===== src/rtl/addsub_pkg.sv =====
// Shared definitions for the accumulating 4-bit add/sub controller: state encoding,
// datapath width and the command/result payloads carried between pipeline stages.
package addsub_pkg;

    localparam int unsigned DATA_W = 4;

    typedef enum logic [1:0] {
        IDLE = 2'd0,
        EXEC = 2'd1,
        DONE = 2'd2
    } state_e;

    typedef struct packed {
        logic [DATA_W-1:0] a;
        logic [DATA_W-1:0] b;
        logic              m;
    } cmd_t;

    typedef struct packed {
        logic [DATA_W-1:0] sum;
        logic              carry;
        logic              ovf;
        logic              zero;
    } res_t;

    localparam res_t RES_RST = '{sum: '0, carry: 1'b0, ovf: 1'b0, zero: 1'b1};

endpackage


===== src/rtl/addsub4bit.sv =====
// Combinational 4-bit ripple adder/subtractor: s = a + (b ^ {4{m}}) + m,
// exposing the carries into and out of the MSB for overflow detection.
module addsub4bit
    import addsub_pkg::*;
(
    input  logic [DATA_W-1:0] a_i,
    input  logic [DATA_W-1:0] b_i,
    input  logic              m_i,
    output logic [DATA_W-1:0] sum_c,
    output logic              c3_c,
    output logic              c4_c
);

    logic [DATA_W-1:0] b_x;
    logic [DATA_W:0]   cy;

    always_comb begin
        b_x   = b_i ^ {DATA_W{m_i}};
        cy    = '0;
        sum_c = '0;
        cy[0] = m_i;
        for (int i = 0; i < int'(DATA_W); i++) begin
            sum_c[i] = a_i[i] ^ b_x[i] ^ cy[i];
            cy[i+1]  = (a_i[i] & b_x[i]) | (a_i[i] & cy[i]) | (b_x[i] & cy[i]);
        end
        c3_c = cy[DATA_W-1];
        c4_c = cy[DATA_W];
    end

endmodule


===== src/rtl/addsub_acc_ctrl.sv =====
// Handshaked add/sub controller: accepts a command in IDLE, computes in EXEC,
// presents a registered result with flags in DONE until the consumer takes it.
module addsub_acc_ctrl
    import addsub_pkg::*;
#(
    parameter int unsigned CNT_W = 8
) (
    input  logic              clk,
    input  logic              rst_n,
    input  logic              in_valid,
    output logic              in_ready,
    input  logic [DATA_W-1:0] op_a,
    input  logic [DATA_W-1:0] op_b,
    input  logic              op_m,
    input  logic              op_acc,
    output logic              out_valid,
    input  logic              out_ready,
    output logic [DATA_W-1:0] result,
    output logic              carry,
    output logic              ovf,
    output logic              zero,
    output logic [DATA_W-1:0] acc,
    output logic [CNT_W-1:0]  op_cnt
);

    state_e            state_q, state_d;
    cmd_t              cmd_q, cmd_d;
    res_t              res_q, res_d;
    logic [DATA_W-1:0] acc_q, acc_d;
    logic [CNT_W-1:0]  cnt_q, cnt_d;
    logic              in_ready_q, in_ready_d;
    logic              out_valid_q, out_valid_d;

    logic [DATA_W-1:0] sum_c;
    logic              c3_c, c4_c;

    addsub4bit u_addsub (
        .a_i   (cmd_q.a),
        .b_i   (cmd_q.b),
        .m_i   (cmd_q.m),
        .sum_c (sum_c),
        .c3_c  (c3_c),
        .c4_c  (c4_c)
    );

    always_ff @(posedge clk) begin
        if (!rst_n) begin
            state_q     <= IDLE;
            cmd_q       <= '0;
            res_q       <= RES_RST;
            acc_q       <= '0;
            cnt_q       <= '0;
            in_ready_q  <= 1'b1;
            out_valid_q <= 1'b0;
        end else begin
            state_q     <= state_d;
            cmd_q       <= cmd_d;
            res_q       <= res_d;
            acc_q       <= acc_d;
            cnt_q       <= cnt_d;
            in_ready_q  <= in_ready_d;
            out_valid_q <= out_valid_d;
        end
    end

    // Handshake flags are registered copies of the next-state decode.
    always_comb begin
        state_d     = state_q;
        cmd_d       = cmd_q;
        res_d       = res_q;
        acc_d       = acc_q;
        cnt_d       = cnt_q;
        in_ready_d  = 1'b0;
        out_valid_d = 1'b0;

        case (state_q)
            IDLE: begin
                if (in_valid) begin
                    cmd_d.a = op_acc ? acc_q : op_a;
                    cmd_d.b = op_b;
                    cmd_d.m = op_m;
                    state_d = EXEC;
                end
            end
            EXEC: begin
                res_d.sum   = sum_c;
                res_d.carry = c4_c;
                res_d.ovf   = c4_c ^ c3_c;
                res_d.zero  = (sum_c == '0);
                acc_d       = sum_c;
                cnt_d       = cnt_q + CNT_W'(1);
                state_d     = DONE;
            end
            DONE: begin
                if (out_ready) begin
                    state_d = IDLE;
                end
            end
            default: state_d = IDLE;
        endcase

        in_ready_d  = (state_d == IDLE);
        out_valid_d = (state_d == DONE);
    end

    assign in_ready  = in_ready_q;
    assign out_valid = out_valid_q;
    assign result    = res_q.sum;
    assign carry     = res_q.carry;
    assign ovf       = res_q.ovf;
    assign zero      = res_q.zero;
    assign acc       = acc_q;
    assign op_cnt    = cnt_q;

endmodule

===== config.mk =====
export PLATFORM = sky130hd
export DESIGN_NAME = addsub_acc_ctrl
export DESIGN_NICKNAME = d
export VERILOG_FILES = /design/src/rtl/addsub_pkg.sv /design/src/rtl/addsub4bit.sv /design/src/rtl/addsub_acc_ctrl.sv
export SDC_FILE = /design/constraint.sdc
export NUM_CORES = 1
export LEC_CHECK = 0
export CORE_MARGIN = 1.5
export CORE_UTILIZATION = 54
export DETAILED_ROUTE_END_ITERATION = 6
export DONT_BUFFER_PORTS = 1
export PLACE_DENSITY_LB_ADDON = 0.1
export REMOVE_ABC_BUFFERS = 1
export SLEW_MARGIN = 30
export SYNTH_ARGS = -nofsm -noshare
export SYNTH_HDL_FRONTEND = slang
export SYNTH_SLANG_ARGS = --single-unit

===== constraint.sdc =====
create_clock -name clk -period 2.1 [get_ports clk]
set_input_delay 0.21 -clock clk [delete_from_list [all_inputs] [get_ports clk]]
set_output_delay 0.21 -clock clk [all_outputs]
set_load 0.01 [all_outputs]

=== Word level (Yosys, flattened, before mapping) ===
Cells that the tools add are included.

* Word-level logic and storage cells: 53
* Register bits: 28
* Output and inout bits: 21

* Bitwise operators: 30
* Eq/ne operators: 3
* Reduce and logical (&&, ||, !) cells: 4
* Multiplexer cells: 4
* Add/subtract/negate cells: 1

{| class="wikitable"
|+ Operators with widths
! kind !! count
|-
| bitwise AND 1 bit || 12
|-
| XOR 1 bit || 9
|-
| adder 8 x 1 -> 8 bit, second input constant || 1
|-
| bitwise OR 1 bit || 8
|-
| case mux 2 bit (3 select lines) || 1
|-
| == test 2 bit, second input constant || 2
|-
| zero test 2 bit || 2
|-
| zero test 4 bit || 1
|-
| two-way mux 2 bit || 2
|-
| two-way mux 4 bit || 1
|-
| XOR 4 bit || 1
|-
| == test 2 x 1 -> 1 bit, second input constant || 1
|-
| AND reduction 2 bit || 1
|}

=== Longest topological paths before layout ===
Gate-level depths: netlist of run 1.

* Word-level depth: 14
* Mapped depth: 9

=== Modules after synthesis ===
From an unflattened synthesis of run 1, not the netlist that was laid out.

* Cell total of the unflattened synthesis: 136
* Area total of the unflattened synthesis: 1272.5 sq um

{| class="wikitable"
|+ By module, submodules not included
! module !! area an instance (sq um) !! cells an instance !! instances !! seq. area each (sq um)
|-
| addsub_acc_ctrl || 1134.8 || 121 || 1 || 560.5
|-
| addsub4bit || 137.6 || 15 || 1 || 0.0
|}

=== Worst setup path before layout of run 1 ===
No wires, ideal clock.

* Path type: reg-to-reg
* Start: reg cmd_q[1] (netlist name)
* End: reg res_q, in the netlist zero
* Slack: -0.028 ns
* Required time: 1.980 ns
* Arrival: 2.009 ns
* Cell stages (with the launch flop): 10
* Setup time: 0.120 ns
* Path buffers: 0
* Cell sequence: dfxtp_1 -> mux2_2 -> fa_1 -> inv_1 -> fa_1 -> inv_1 -> fa_1 -> nor2_1 -> nand4_1 -> nand3_1

* Word-level cells in the longest chain between the ends: 12
* Elaborated cells between the ends (all ways): 19
* Classes of those cells: 18 x bitwise; 1 x reduce/logical

{| class="wikitable"
|+ Ends and longest elaborated chain
! item !! line !! source
|-
| from (decl) || addsub_acc_ctrl.sv:27 || <nowiki>cmd_t cmd_q, cmd_d;</nowiki>
|-
| from (signal assigned) || addsub_acc_ctrl.sv:57 || <nowiki>cmd_q <= cmd_d;</nowiki>
|-
| XOR 4 bit * || addsub4bit.sv:18 || <nowiki>b_x = b_i ^ {DATA_W{m_i}};</nowiki>
|-
| bitwise AND 1 bit || addsub4bit.sv:24 || <nowiki>cy[i+1] = (a_i[i] & b_x[i]) | (a_i[i] & cy[i]) | (b_x[i] & cy[i]);</nowiki>
|-
| bitwise OR 1 bit || addsub4bit.sv:24 ||
|-
| bitwise OR 1 bit * || addsub4bit.sv:24 ||
|-
| bitwise AND 1 bit || addsub4bit.sv:24 ||
|-
| bitwise OR 1 bit || addsub4bit.sv:24 ||
|-
| bitwise OR 1 bit * || addsub4bit.sv:24 ||
|-
| bitwise AND 1 bit || addsub4bit.sv:24 ||
|-
| bitwise OR 1 bit || addsub4bit.sv:24 ||
|-
| bitwise OR 1 bit * || addsub4bit.sv:24 ||
|-
| XOR 1 bit * || addsub4bit.sv:23 || <nowiki>sum_c[i] = a_i[i] ^ b_x[i] ^ cy[i];</nowiki>
|-
| net sum_c[3] || addsub_acc_ctrl.sv:34 || <nowiki>logic [DATA_W-1:0] sum_c;</nowiki>
|-
| zero test 4 bit * || addsub_acc_ctrl.sv:89 || <nowiki>res_d.zero = (sum_c == '0);</nowiki>
|-
| to (signal assigned) || addsub_acc_ctrl.sv:58 || <nowiki>res_q <= res_d;</nowiki>
|-
| to (decl) || addsub_acc_ctrl.sv:28 || <nowiki>res_t res_q, res_d;</nowiki>
|}

Mark *: on every way through the listed nets, which the timed path passes. The rest lies on a longest branch.
A chain may end at the register's enable or synchronous reset.

=== Final worst setup path of run 1 ===
Same ends and word-level chain as after synthesis.

==> summary.txt, run 1 <==
Power
  – Internal Power: 0.6994 mW
  – Switch Pwr: 0.2635 mW
  – Sw Ratio: 0.2736
  – Combinational Power Share: 0.148
  – Flop pwr share: 0.623
  – PD cells: 733.6 mW/mm2
  – Clock Power Share: 0.229
  – Maximum VDD drop: 0.4470 mV
  – Leakage: 0.4963 nW

Placed design
  – RePlAce Congestion: 0.7918
  – Post-DP HPWL: 1644 um
  – Placed insts: 154
  – Port Buf Inserts: 0

Synthesis
  – Post-synth EDFFs: 0
  – Synth Instances: 132
  – Synth Register Bits: 28
  – Post-Syn Area: 0.001244 mm2
  – Ys async rst share: 0
  – Synth unique cells: 29
  – Synth area leaders: dfxtp_1 (45%), mux2i_1 (8.9%), fa_1 (4.8%)
  – Avg Inst Size Synth: 9.422 um2
  – Top FF cell, synth: dfxtp_1
  – Ys Warns: 0
  – Leading area contributor after synthesis: dfxtp_1
  – Yosys top cell area share: 0.4507
  – Seq/Total Area, Yosys: 0.4507

Drt
  – Routed vias: 892
  – Vias per cell: 5.610
  – Initial DRC count: 14
  – Wirelength per Cell: 14.51 um
  – Pre-antenna DRT Iters: 4
  – Routed Antenna Nets: 0
  – WL final: 2307 um
  – DRC viols: 0

Finish
  – Final cell count without fillers: 159
  – Area growth from synthesis to final layout: 5.533%
  – Net count, final: 151
  – Diodes inserted: 0
  – End-of-flow core utilization: 0.5991
  – Share of cells above drive strength 1: 0.1603
  – Fill cell total of the finished layout: 210

Global route
  – Overall Global Routing Usage: 0.1935
  – Antenna violations before repair: 0
  – Largest net degree at the start of global routing: 24
  – Number of global-route vias before repair: 883
  – First-pass GRT wire length: 3781 um
  – GRT Residual Overflow: 0

Clocking
  – Clock tree sinks: 28
  – H-Tree Depth: 1
  – Clock Tree Buf Depth: 2
  – Reg clk slew, reported paths: 0.14 ns
  – Worst-Skew Late Latency: 0.33 ns
  – TritonCTS clock tree: yes
  – Total CTS buffers: 3
  – Root buffer cell: clkbuf_4

Timing
  – Final hold vios: 1
  – Setup slack after layout: -0.005967 ns
  – Crit share post-route: 1.003
  – Final setup fails: 1
  – Post-route minimum period: 2.106 ns
  – Setup TNS: -0.005967 ns
  – Final slew viol count: 0
  – Unrepaired setup endpoints after global routing: yes
  – Setup Skew: 0.005608 ns
  – Worst slew margin: 0.5160
  – Fmax: 474.8 MHz
  – Final hold slack: -0.05559 ns
  – Worst slew pin tran: 0.7253 ns

Worst setup path
  – CP Launch Type: flop
  – Critical Path RT: 2.33 ns
  – CP max FO: 2
  – Crit end category: flop
  – Crit Path Category: reg -> reg
  – Worst EP arrival: 2.34 ns

Die
  – # rows: 17
  – Boundary Pins: 35
  – Initial Util: 0.5677
  – Core area: 0.002191 mm2
  – Die X: 50.99 um
  – Die area: 0.002600 mm2
  – Chip Height: 50.99 um

Run
  – Max-Cap Viols: 0

Outcome
  – Outcome: finished, violations left
  – Failing checks: hold timing, setup timing

Hold path
  – Hold Path Class: in -> reg
Yosys cell counts, types with 2 or more instances:
master and n:
nand2_1 14, clkbuf_1 2, buf_4 5, mux2i_1 11, xnor2_1 5, nand3_1 3, nand4_1 3, a21oi_1 10
or4_1 2, fa_1 3, dfxtp_1 28, buf_2 2, inv_1 5, o31ai_1 2, nor2_1 15, xor2_1 2
a211oi_1 6, nand2b_1 3
worst paths after layout:
| kind | cells after the start | startpoint | to | slack (ns) |
|---|---|---|---|---|
| max | 9 | cmd_q[1]$_SDFFE_PN0P_ | zero$_SDFFE_PN1N_ | -0.006 |
| min | 1 | rst_n | zero$_SDFFE_PN1N_ | -0.06 |
| max reg2reg | 9 | cmd_q[1]$_SDFFE_PN0P_ | zero$_SDFFE_PN1N_ | -0.006 |
| min reg2reg | 2 | cmd_q[7]$_SDFFE_PN0P_ | cmd_q[7]$_SDFFE_PN0P_ | 0.51 |
power by group through the flow:
stage | clock network, mW | registers, mW | logic (mW)
floorplan | 0 | 0.605 | 0.102
global placement | 0 | 0.609 | 0.128
detailed placement | 0 | 0.610 | 0.132
CTS | 0.228 | 0.599 | 0.140
global route | 0.239 | 0.605 | 0.164
finish | 0.221 | 0.600 | 0.142
through the flow:
| step | hold slack [ns] | cell area (um2) | worst slack, ns | total power, mW |
|---|---|---|---|---|
| after floorplan | 0.2818 | 1185 | -0.05423 | 0.7070 |
| after global routing | -0.05296 | 1313 | -0.1100 | 1.008 |
| after global placement | 0.2844 | 1250 | -0.01943 | 0.7370 |
| after CTS | -0.06126 | 1294 | -0.03506 | 0.9672 |
| final | -0.05559 | 1313 | -0.005967 | 0.9628 |
| after detailed placement | 0.2865 | 1250 | -0.08603 | 0.7424 |
critical path, stage by stage (launching register included):
cell and delay, ns:
dfxtp_2 0.36, mux2_4 0.30, fa_2 0.33, inv_2 0.06, fa_2 0.20, inv_2 0.04
fa_2 0.52, nor2_1 0.04, nand4_1 0.08, nand3_1 0.07
per-layer routing:
layer / GRT usage / wire length [um]
met1: 0.2228 / 978
met2: 0.3506 / 1199
met3: 0.03216 / 86
met4: 0.08108 / 42
met5: 0 / 0
cell usage in the layout, fill, tap and decap left out, drive strengths merged, types with 2 or more instances in the layout:
cell    count
nand2b      3
inv         5
nand4       3
nand3       3
a211oi      6
or4         2
xor2        2
xnor2       5
nand2      14
mux2i      11
dfxtp      28
fa          3
clkbuf      3
o31ai       2
a21oi      10
buf         6
nor2       15
flip-flops by register name, indices dropped and copies added (netlist names):
| name | flops |
|---|---|
| in_ready | 1 |
| cmd_q | 9 |
| zero | 1 |
| state_q | 2 |
| carry | 1 |
| op_cnt | 8 |
| ovf | 1 |
| out_valid | 1 |
| acc | 4 |
cell type report:
type                            instances  area (um2)  share of cell area
Clock buffer                            3       22.52             0.01716
Inverter                                5       18.77             0.01430
Multi-Input combinational cell         89       628.1              0.4786
Sequential cell                        28       563.0              0.4290
Tap cell                               28       35.03             0.02669
Timing Repair Buffer                    6       45.04             0.03432
cells by family (layout without fill, tap and decap cells):
group / count (synthesis) / in the layout / share of synthesized area
AO/OA/AOI/OAI: 19 / 19 / 0.09255
XOR/XNOR: 7 / 7 / 0.04930
adder cells (fa/ha/maj): 4 / 4 / 0.05835
buffers and inverters: 15 / 14 / 0.06238
flip-flops: 28 / 28 / 0.4507
multiplexers: 12 / 12 / 0.09759
AND/OR/NAND/NOR: 47 / 47 / 0.1891
repair_timing:
item	4_1_cts	5_1_grt
resized for setup	8	2
endpoints found under the setup margin	3	3
pin swaps	1	3
buffers inserted	1	1
hold endpoints to repair	1	1
No activity file was read; power rests on OpenSTA's default activity.
==> run 2, diff against run 1 <==
Settings changed: CORE_ASPECT_RATIO set to 2, CORE_UTILIZATION 54 to 43.
==> run 2 against run 1 <==
Effect of this change:
- the run ends with setup timing left
- non-clock buffer count decreased by 1
- clock power increased by 49%
- combinational power about the same
- sequential power about the same
- final cell count increased by 0.63%
- cell area increased by 2.8%
- core utilization decreased by 11 points
- hold slack improved by 0.13 ns
- setup slack got worse by 0.0074 ns
- largest power group unchanged
- highest routed layer unchanged
==> summary.txt, run 2 (same netlist as run 1, synthesis figures left out) <==
Placed design
  – Placed insts: 155 (was 154)
  – Area after DPL: 0.001251 mm2 (was 0.001250 mm2)
  – Port Buf Inserts: 0 (unchanged)
  – RePlAce Congestion: 0.6889 (was 0.7918)
  – Dpl ws: -0.05817 ns (was -0.08603 ns)
  – Post-DP HPWL: 1812 um (was 1644 um)

Drt
  – Wirelength per Cell: 15.34 um (was 14.51 um)
  – DRC viols: 0 (unchanged)
  – Pre-antenna DRT Iters: 2 (was 4)
  – Routed vias: 879 (was 892)
  – Initial DRC count: 15 (was 14)
  – WL final: 2455 um (was 2307 um)
  – Routed Antenna Nets: 0 (unchanged)
  – Vias per cell: 5.494 (was 5.610)

Global route
  – Met3 GRT Util: 0.02793 (was 0.03216)
  – Top Usage Layer GRT: met2 (unchanged)
  – GRT Residual Overflow: 0 (unchanged)
  – Antenna violations before repair: 0 (unchanged)
  – M2 GR Usage: 0.2984 (was 0.3506)
  – Number of global-route vias before repair: 796 (was 883)
  – Met1 Usage GRT: 0.1673 (was 0.2228)
  – Overall Global Routing Usage: 0.1691 (was 0.1935)
  – Largest net degree at the start of global routing: 24 (unchanged)
  – First-pass GRT wire length: 3684 um (was 3781 um)

Finish
  – Commonest non-fill, non-tap cells in the layout: dfxtp_1 (26), nor2_1 (15), nand2_1 (14) (unchanged)
  – Design area: 0.001349 mm2 (was 0.001313 mm2)
  – Diodes inserted: 0 (unchanged)
  – Net count, final: 150 (was 151)
  – Largest Register: cmd_q (unchanged)
  – Area growth from synthesis to final layout: 8.450% (was 5.533%)
  – Final cell count without fillers: 160 (was 159)
  – Share of cells above drive strength 1: 0.1603 (unchanged)
  – Commonest non-fill, non-tap cell in the layout: dfxtp_1 (unchanged)
  – Max reg flops: 9 (unchanged)

Hold path
  – Hold endpoint: op_cnt[4]$_SDFFE_PN0N_ (was zero$_SDFFE_PN1N_)
  – Hold Path Class: in -> reg (unchanged)
  – Hold path cells: 2 (was 1)
  – Worst Hold Launch: rst_n (unchanged)

Worst setup path
  – CP max FO: 2 (unchanged)
  – Critical Path RT: 2.27 ns (was 2.33 ns)
  – Crit end category: flop (unchanged)
  – Worst EP arrival: 2.29 ns (was 2.34 ns)
  – R2r setup slk: -0.01 ns (was -0.006 ns)
  – Reg2reg start: cmd_q[1]$_SDFFE_PN0P_ (unchanged)
  – RR Endpoint: zero$_SDFFE_PN1N_ (unchanged)
  – CP Launch Type: flop (unchanged)
  – R2R depth: 9 (unchanged)
  – Crit Path Category: reg -> reg (unchanged)

Timing
  – Final slew viol count: 0 (unchanged)
  – Final hold vios: 0 (was 1)
  – Setup Skew: 0.004836 ns (was 0.005608 ns)
  – Final setup fails: 1 (unchanged)
  – Unrepaired setup endpoints after global routing: yes (unchanged)
  – Crit share post-route: 1.006 (was 1.003)
  – Setup slack after layout: -0.01339 ns (was -0.005967 ns)
  – Post-route minimum period: 2.113 ns (was 2.106 ns)
  – Final hold slack: 0.07204 ns (was -0.05559 ns)
  – Fmax: 473.2 MHz (was 474.8 MHz)
  – Worst slew margin: 0.5047 (was 0.5160)
  – Worst slew pin tran: 0.7421 ns (was 0.7253 ns)

Clocking
  – Total CTS buffers: 3 (unchanged)
  – Reg clk slew, reported paths: 0.09 ns (was 0.14 ns)
  – Clock tree sinks: 28 (unchanged)
  – Worst-Skew Late Latency: 0.28 ns (was 0.33 ns)
  – H-Tree Depth: 1 (unchanged)
  – Clock Tree Buf Depth: 2 (unchanged)
  – TritonCTS clock tree: yes (unchanged)
  – Root buffer cell: clkbuf_8 (was clkbuf_4)

Outcome
  – Failing checks: setup timing (was hold timing, setup timing)
  – Outcome: finished, violations left (unchanged)

Power
  – Pwr Total: 1.075 mW (was 0.9628 mW)
  – PD cells: 796.8 mW/mm2 (was 733.6 mW/mm2)
  – Leakage: 0.5122 nW (was 0.4963 nW)
  – Maximum VDD drop: 0.4862 mV (was 0.4470 mV)

Die
  – # rows: 27 (was 17)
  – Die X: 41.03 um (was 50.99 um)
  – Die area: 0.003244 mm2 (was 0.002600 mm2)
  – Boundary Pins: 35 (unchanged)
  – Core area: 0.002736 mm2 (was 0.002191 mm2)
  – Initial Util: 0.4545 (was 0.5677)
  – Chip Height: 79.06 um (was 50.99 um)

Run
  – Max-Cap Viols: 0 (unchanged)
[run 2: cell count changes in the layout (fill, tap and decap cells not counted)]
cell | previous run | this run
buf_4 | 6 | 4
xnor2_1 | 5 | 4
xnor2_2 | 0 | 1
clkbuf_8 | 0 | 4
dlygate4sd3_1 | 0 | 1
clkbuf_4 | 3 | 0
[run 2: through the flow]
step | utilization | TNS (ns)
finish | 0.4929 | -0.01339
global route | 0.4929 | -0.1624
CTS | 0.4861 | -0.01960
detailed placement | 0.4572 | -0.1017
global placement | 0.4572 | -0.05887
floorplan | - | -0.09695
[run 2: metal layers]
| metal | vias up | part of all wire |
|---|---|---|
| li1 | 440 | - |
| met1 | 413 | 0.37 |
| met2 | 20 | 0.57 |
| met3 | 6 | 0.040 |
| met4 | 0 | 0.023 |
| met5 | - | 0 |
[run 2: cell type report]
cell class                 instances  area (um2)
inverter                           5       18.77
timing repair buffer               5       40.04
sequential                        28       563.0
fill                             266        1388
tap                               29       36.28
clock buffer                       4       55.05
multi-input combinational         89       635.6
[run 2: how the worst max path moves through the flow]
stage / end / slack [ns] / startpoint / cells after the start
5_1_grt: zero$_SDFFE_PN1N_ / -0.10 / cmd_q[1]$_SDFFE_PN0P_ / 9
2_1_floorplan: ovf$_SDFFE_PN0N_ / -0.05 / cmd_q[1]$_SDFFE_PN0P_ / 9
3_3_place_gp: ovf$_SDFFE_PN0N_ / -0.04 / cmd_q[1]$_SDFFE_PN0P_ / 9
6_report: zero$_SDFFE_PN1N_ / -0.01 / cmd_q[1]$_SDFFE_PN0P_ / 9
4_1_cts: zero$_SDFFE_PN1N_ / -0.02 / cmd_q[1]$_SDFFE_PN0P_ / 9
3_5_place_dp: ovf$_SDFFE_PN0N_ / -0.06 / cmd_q[1]$_SDFFE_PN0P_ / 9
[run 2: report_power, final]
| group | total [mW] | switching, mW | internal [mW] |
|---|---|---|---|
| Combinational | 0.145 | 0.0743 | 0.0707 |
| Sequential | 0.600 | 0.0384 | 0.561 |
| Clock | 0.330 | 0.162 | 0.168 |
| Total | 1.07 | 0.275 | 0.800 |
[run 2: critical path, stage by stage, from the launching register on]
cell and delay [ns]:
dfxtp_2 0.35, mux2_4 0.30, fa_2 0.33, inv_2 0.06, fa_2 0.20, inv_2 0.04, fa_2 0.52, nor2_1 0.05
nand4_1 0.08, nand3_1 0.07
[run 2: repair_timing]
item | CTS | global route
pin swaps | 2 | 3
setup buffers | 0 | 0
hold endpoints to repair | 1 | 0
gates resized for setup | 8 | 3
hold buffers | 1 | 0
setup endpoints to repair | 3 | 3
==> run 3, diff against run 2 <==
Settings changed: CTS_BUF_LIST set to sky130_fd_sc_hd__clkbuf_16, GPL_TIMING_DRIVEN set to 0.
Clock period 2.1 ns to 1.9 ns, I/O delays scaled along.
==> run 3 against run 2 <==
Effect of this change:
- the run still ends with setup timing left
- power increased by 21%
- sequential share of layout area about the same
- clock skew decreased by 0.0030 ns
- routed wire length decreased by 1.3%
- non-clock buffer count unchanged
- final cell count unchanged
- first-iteration DRC count decreased by 13%
- largest cell class unchanged
- largest power group unchanged
- highest routed layer unchanged
==> summary.txt, run 3 (same netlist as run 1, synthesis figures left out) <==
Die
  – Die area: 0.003244 mm2 (unchanged)
  – Initial Util: 0.4545 (unchanged)
  – # rows: 27 (unchanged)
  – Core area: 0.002736 mm2 (unchanged)
  – Chip Height: 79.06 um (unchanged)
  – Boundary Pins: 35 (unchanged)
  – Die X: 41.03 um (unchanged)

Global route
  – Antenna violations before repair: 0 (unchanged)
  – First-pass GRT wire length: 3677 um (was 3684 um)
  – Overall Global Routing Usage: 0.1653 (was 0.1691)
  – GRT Residual Overflow: 0 (unchanged)
  – Number of global-route vias before repair: 849 (was 796)
  – Largest net degree at the start of global routing: 24 (unchanged)

Placed design
  – Placed insts: 151 (was 155)
  – RePlAce Congestion: 0.6635 (was 0.6889)
  – Area after DPL: 0.001221 mm2 (was 0.001251 mm2)
  – Dpl ws: -0.4289 ns (was -0.05817 ns)
  – Post-DP HPWL: 1765 um (was 1812 um)
  – Port Buf Inserts: 0 (unchanged)

Timing
  – Unrepaired setup endpoints after global routing: yes (unchanged)
  – Final hold slack: 0.01177 ns (was 0.07204 ns)
  – Crit share post-route: 1.108 (was 1.006)
  – Final setup fails: 4 (was 1)
  – Post-route minimum period: 2.104 ns (was 2.113 ns)
  – Final hold vios: 0 (unchanged)
  – Fmax: 475.2 MHz (was 473.2 MHz)
  – Final slew viol count: 0 (unchanged)
  – Setup TNS: -0.6946 ns (was -0.01339 ns)
  – Worst slew pin tran: 0.8627 ns (was 0.7421 ns)
  – Setup slack after layout: -0.2044 ns (was -0.01339 ns)
  – Worst slew margin: 0.4237 (was 0.5047)
  – Setup Skew: 0.001855 ns (was 0.004836 ns)

Drt
  – Vias per cell: 5.481 (was 5.494)
  – Wirelength per Cell: 15.14 um (was 15.34 um)
  – Pre-antenna DRT Iters: 3 (was 2)
  – Routed vias: 877 (was 879)
  – DRC viols: 0 (unchanged)
  – Routed Antenna Nets: 0 (unchanged)
  – WL final: 2423 um (was 2455 um)
  – Initial DRC count: 13 (was 15)

Worst setup path
  – Worst EP arrival: 2.25 ns (was 2.29 ns)
  – CP max FO: 2 (unchanged)
  – Worst setup path startpoint: cmd_q[1]$_SDFFE_PN0P_ (unchanged)
  – Crit Path Category: reg -> reg (unchanged)
  – Crit-path most repeated cell: fa_2 (unchanged)
  – Slowest cell delay on critical path: 0.54 ns (was 0.52 ns)
  – Worst-path cell chain: mux2_4, fa_2, inv_2, fa_2, inv_2, fa_2, nor2_1, nand4_1, nand3_1 (unchanged)
  – Reg2reg start: cmd_q[1]$_SDFFE_PN0P_ (unchanged)
  – CP Launch Type: flop (unchanged)
  – Buf/Inv on CP: 2 (unchanged)
  – Critical Path RT: 2.05 ns (was 2.27 ns)
  – Crit end category: flop (unchanged)
  – Top Family by Delay on Critical Path: adder cells (unchanged)
  – Slowest stage cell, crit path: fa_2 (unchanged)

Clocking
  – Total CTS buffers: 3 (unchanged)
  – Hold_buf cts: 0 (was 1)
  – Root buffer cell: clkbuf_16 (was clkbuf_8)
  – Reg clk slew, reported paths: 0.06 ns (was 0.09 ns)
  – Clock tree sinks: 28 (unchanged)
  – Worst-Skew Late Latency: 0.26 ns (was 0.28 ns)
  – Clock Tree Buf Depth: 2 (unchanged)
  – H-Tree Depth: 1 (unchanged)
  – TritonCTS clock tree: yes (unchanged)

Power
  – Leakage: 0.5152 nW (was 0.5122 nW)
  – Maximum VDD drop: 0.6061 mV (was 0.4862 mV)
  – Sw Ratio: 0.2442 (was 0.2555)
  – Internal Power: 0.9789 mW (was 0.8000 mW)
  – Combinational Power Share: 0.122 (was 0.135)
  – PD cells: 956.7 mW/mm2 (was 796.8 mW/mm2)
  – Pwr Total: 1.295 mW (was 1.075 mW)
  – Flop pwr share: 0.510 (was 0.558)
  – Switch Pwr: 0.3163 mW (was 0.2746 mW)
  – Clock Power Share: 0.368 (was 0.307)

Outcome
  – Failing checks: setup timing (unchanged)
  – Outcome: finished, violations left (unchanged)

Finish
  – Diodes inserted: 0 (unchanged)
  – Commonest non-fill, non-tap cells in the layout: dfxtp_1 (26), nor2_1 (15), nand2_1 (14) (unchanged)
  – Largest Register: cmd_q (unchanged)
  – Storage cell area: 565.5 um2 (was 563.0 um2)
  – Fill cell total of the finished layout: 273 (was 266)
  – Final cell count without fillers: 160 (unchanged)
  – End-of-flow core utilization: 0.4947 (was 0.4929)
  – Multi-input gate area: 616.8 um2 (was 635.6 um2)
  – Area growth from synthesis to final layout: 8.853% (was 8.450%)
  – Share of cells above drive strength 1: 0.1374 (was 0.1603)
  – Design area: 0.001354 mm2 (was 0.001349 mm2)
  – Max reg flops: 9 (unchanged)
  – Commonest non-fill, non-tap cell in the layout: dfxtp_1 (unchanged)
  – Net count, final: 150 (unchanged)

Hold path
  – Worst Hold Launch: rst_n (unchanged)
  – Hold Path Class: in -> reg (unchanged)

Run
  – Max-Cap Viols: 0 (unchanged)
[run 3: cell types whose count changed in the layout (fill, tap and decap cells not counted), sizes merged]
cell         before  now
buf               4    5
clkbuf            4    3
clkinv            0    1
dlygate4sd3       1    0
[run 3: worst paths after layout]
kind,to,slack [ns],cells after the start
worst min-delay path,zero$_SDFFE_PN1N_,0.01,1
worst max register to register,zero$_SDFFE_PN1N_,-0.20,9
worst max-delay path,zero$_SDFFE_PN1N_,-0.20,9
worst min register to register,cmd_q[7]$_SDFFE_PN0P_,0.50,2
[run 3: area by class of cell]
class | instances | share of cell area
Clock buffer | 3 | 0.05545
Sequential cell | 28 | 0.4177
Tap cell | 29 | 0.02680
Clock inverter | 1 | 0.002773
Timing Repair Buffer | 5 | 0.02773
Inverter | 5 | 0.01386
Multi-Input combinational cell | 89 | 0.4556
[run 3: worst reg2reg max path, cell delays in order, from the launching register on]
cell and delay [ns]:
dfxtp_2 0.34, mux2_4 0.30, fa_2 0.34, inv_2 0.06
fa_2 0.20, inv_2 0.04, fa_2 0.54, nor2_1 0.05
nand4_1 0.06, nand3_1 0.07
[run 3: power groups by stage]
stage | clock network, mW | logic (mW) | registers, mW
after detailed placement | 0 | 0.140 | 0.676
after global routing | 0.504 | 0.177 | 0.666
after global placement | 0 | 0.135 | 0.676
after CTS | 0.488 | 0.156 | 0.661
after floorplan | 0 | 0.113 | 0.668
final | 0.476 | 0.158 | 0.660
[run 3: timing repair]
action | in CTS | in global routing
hold endpoints to repair | 0 | 0
setup buffers | 3 | 2
gates resized for setup | 9 | 0
pin swaps | 8 | 5
setup endpoints to repair | 5 | 4
[run 3: metal layers]
layer	vias up	track usage	wire, um
li1	440	-	-
met1	414	0.1594	892
met2	21	0.3000	1395
met3	2	0.03352	112
met4	0	0.07000	23
met5	-	0	0
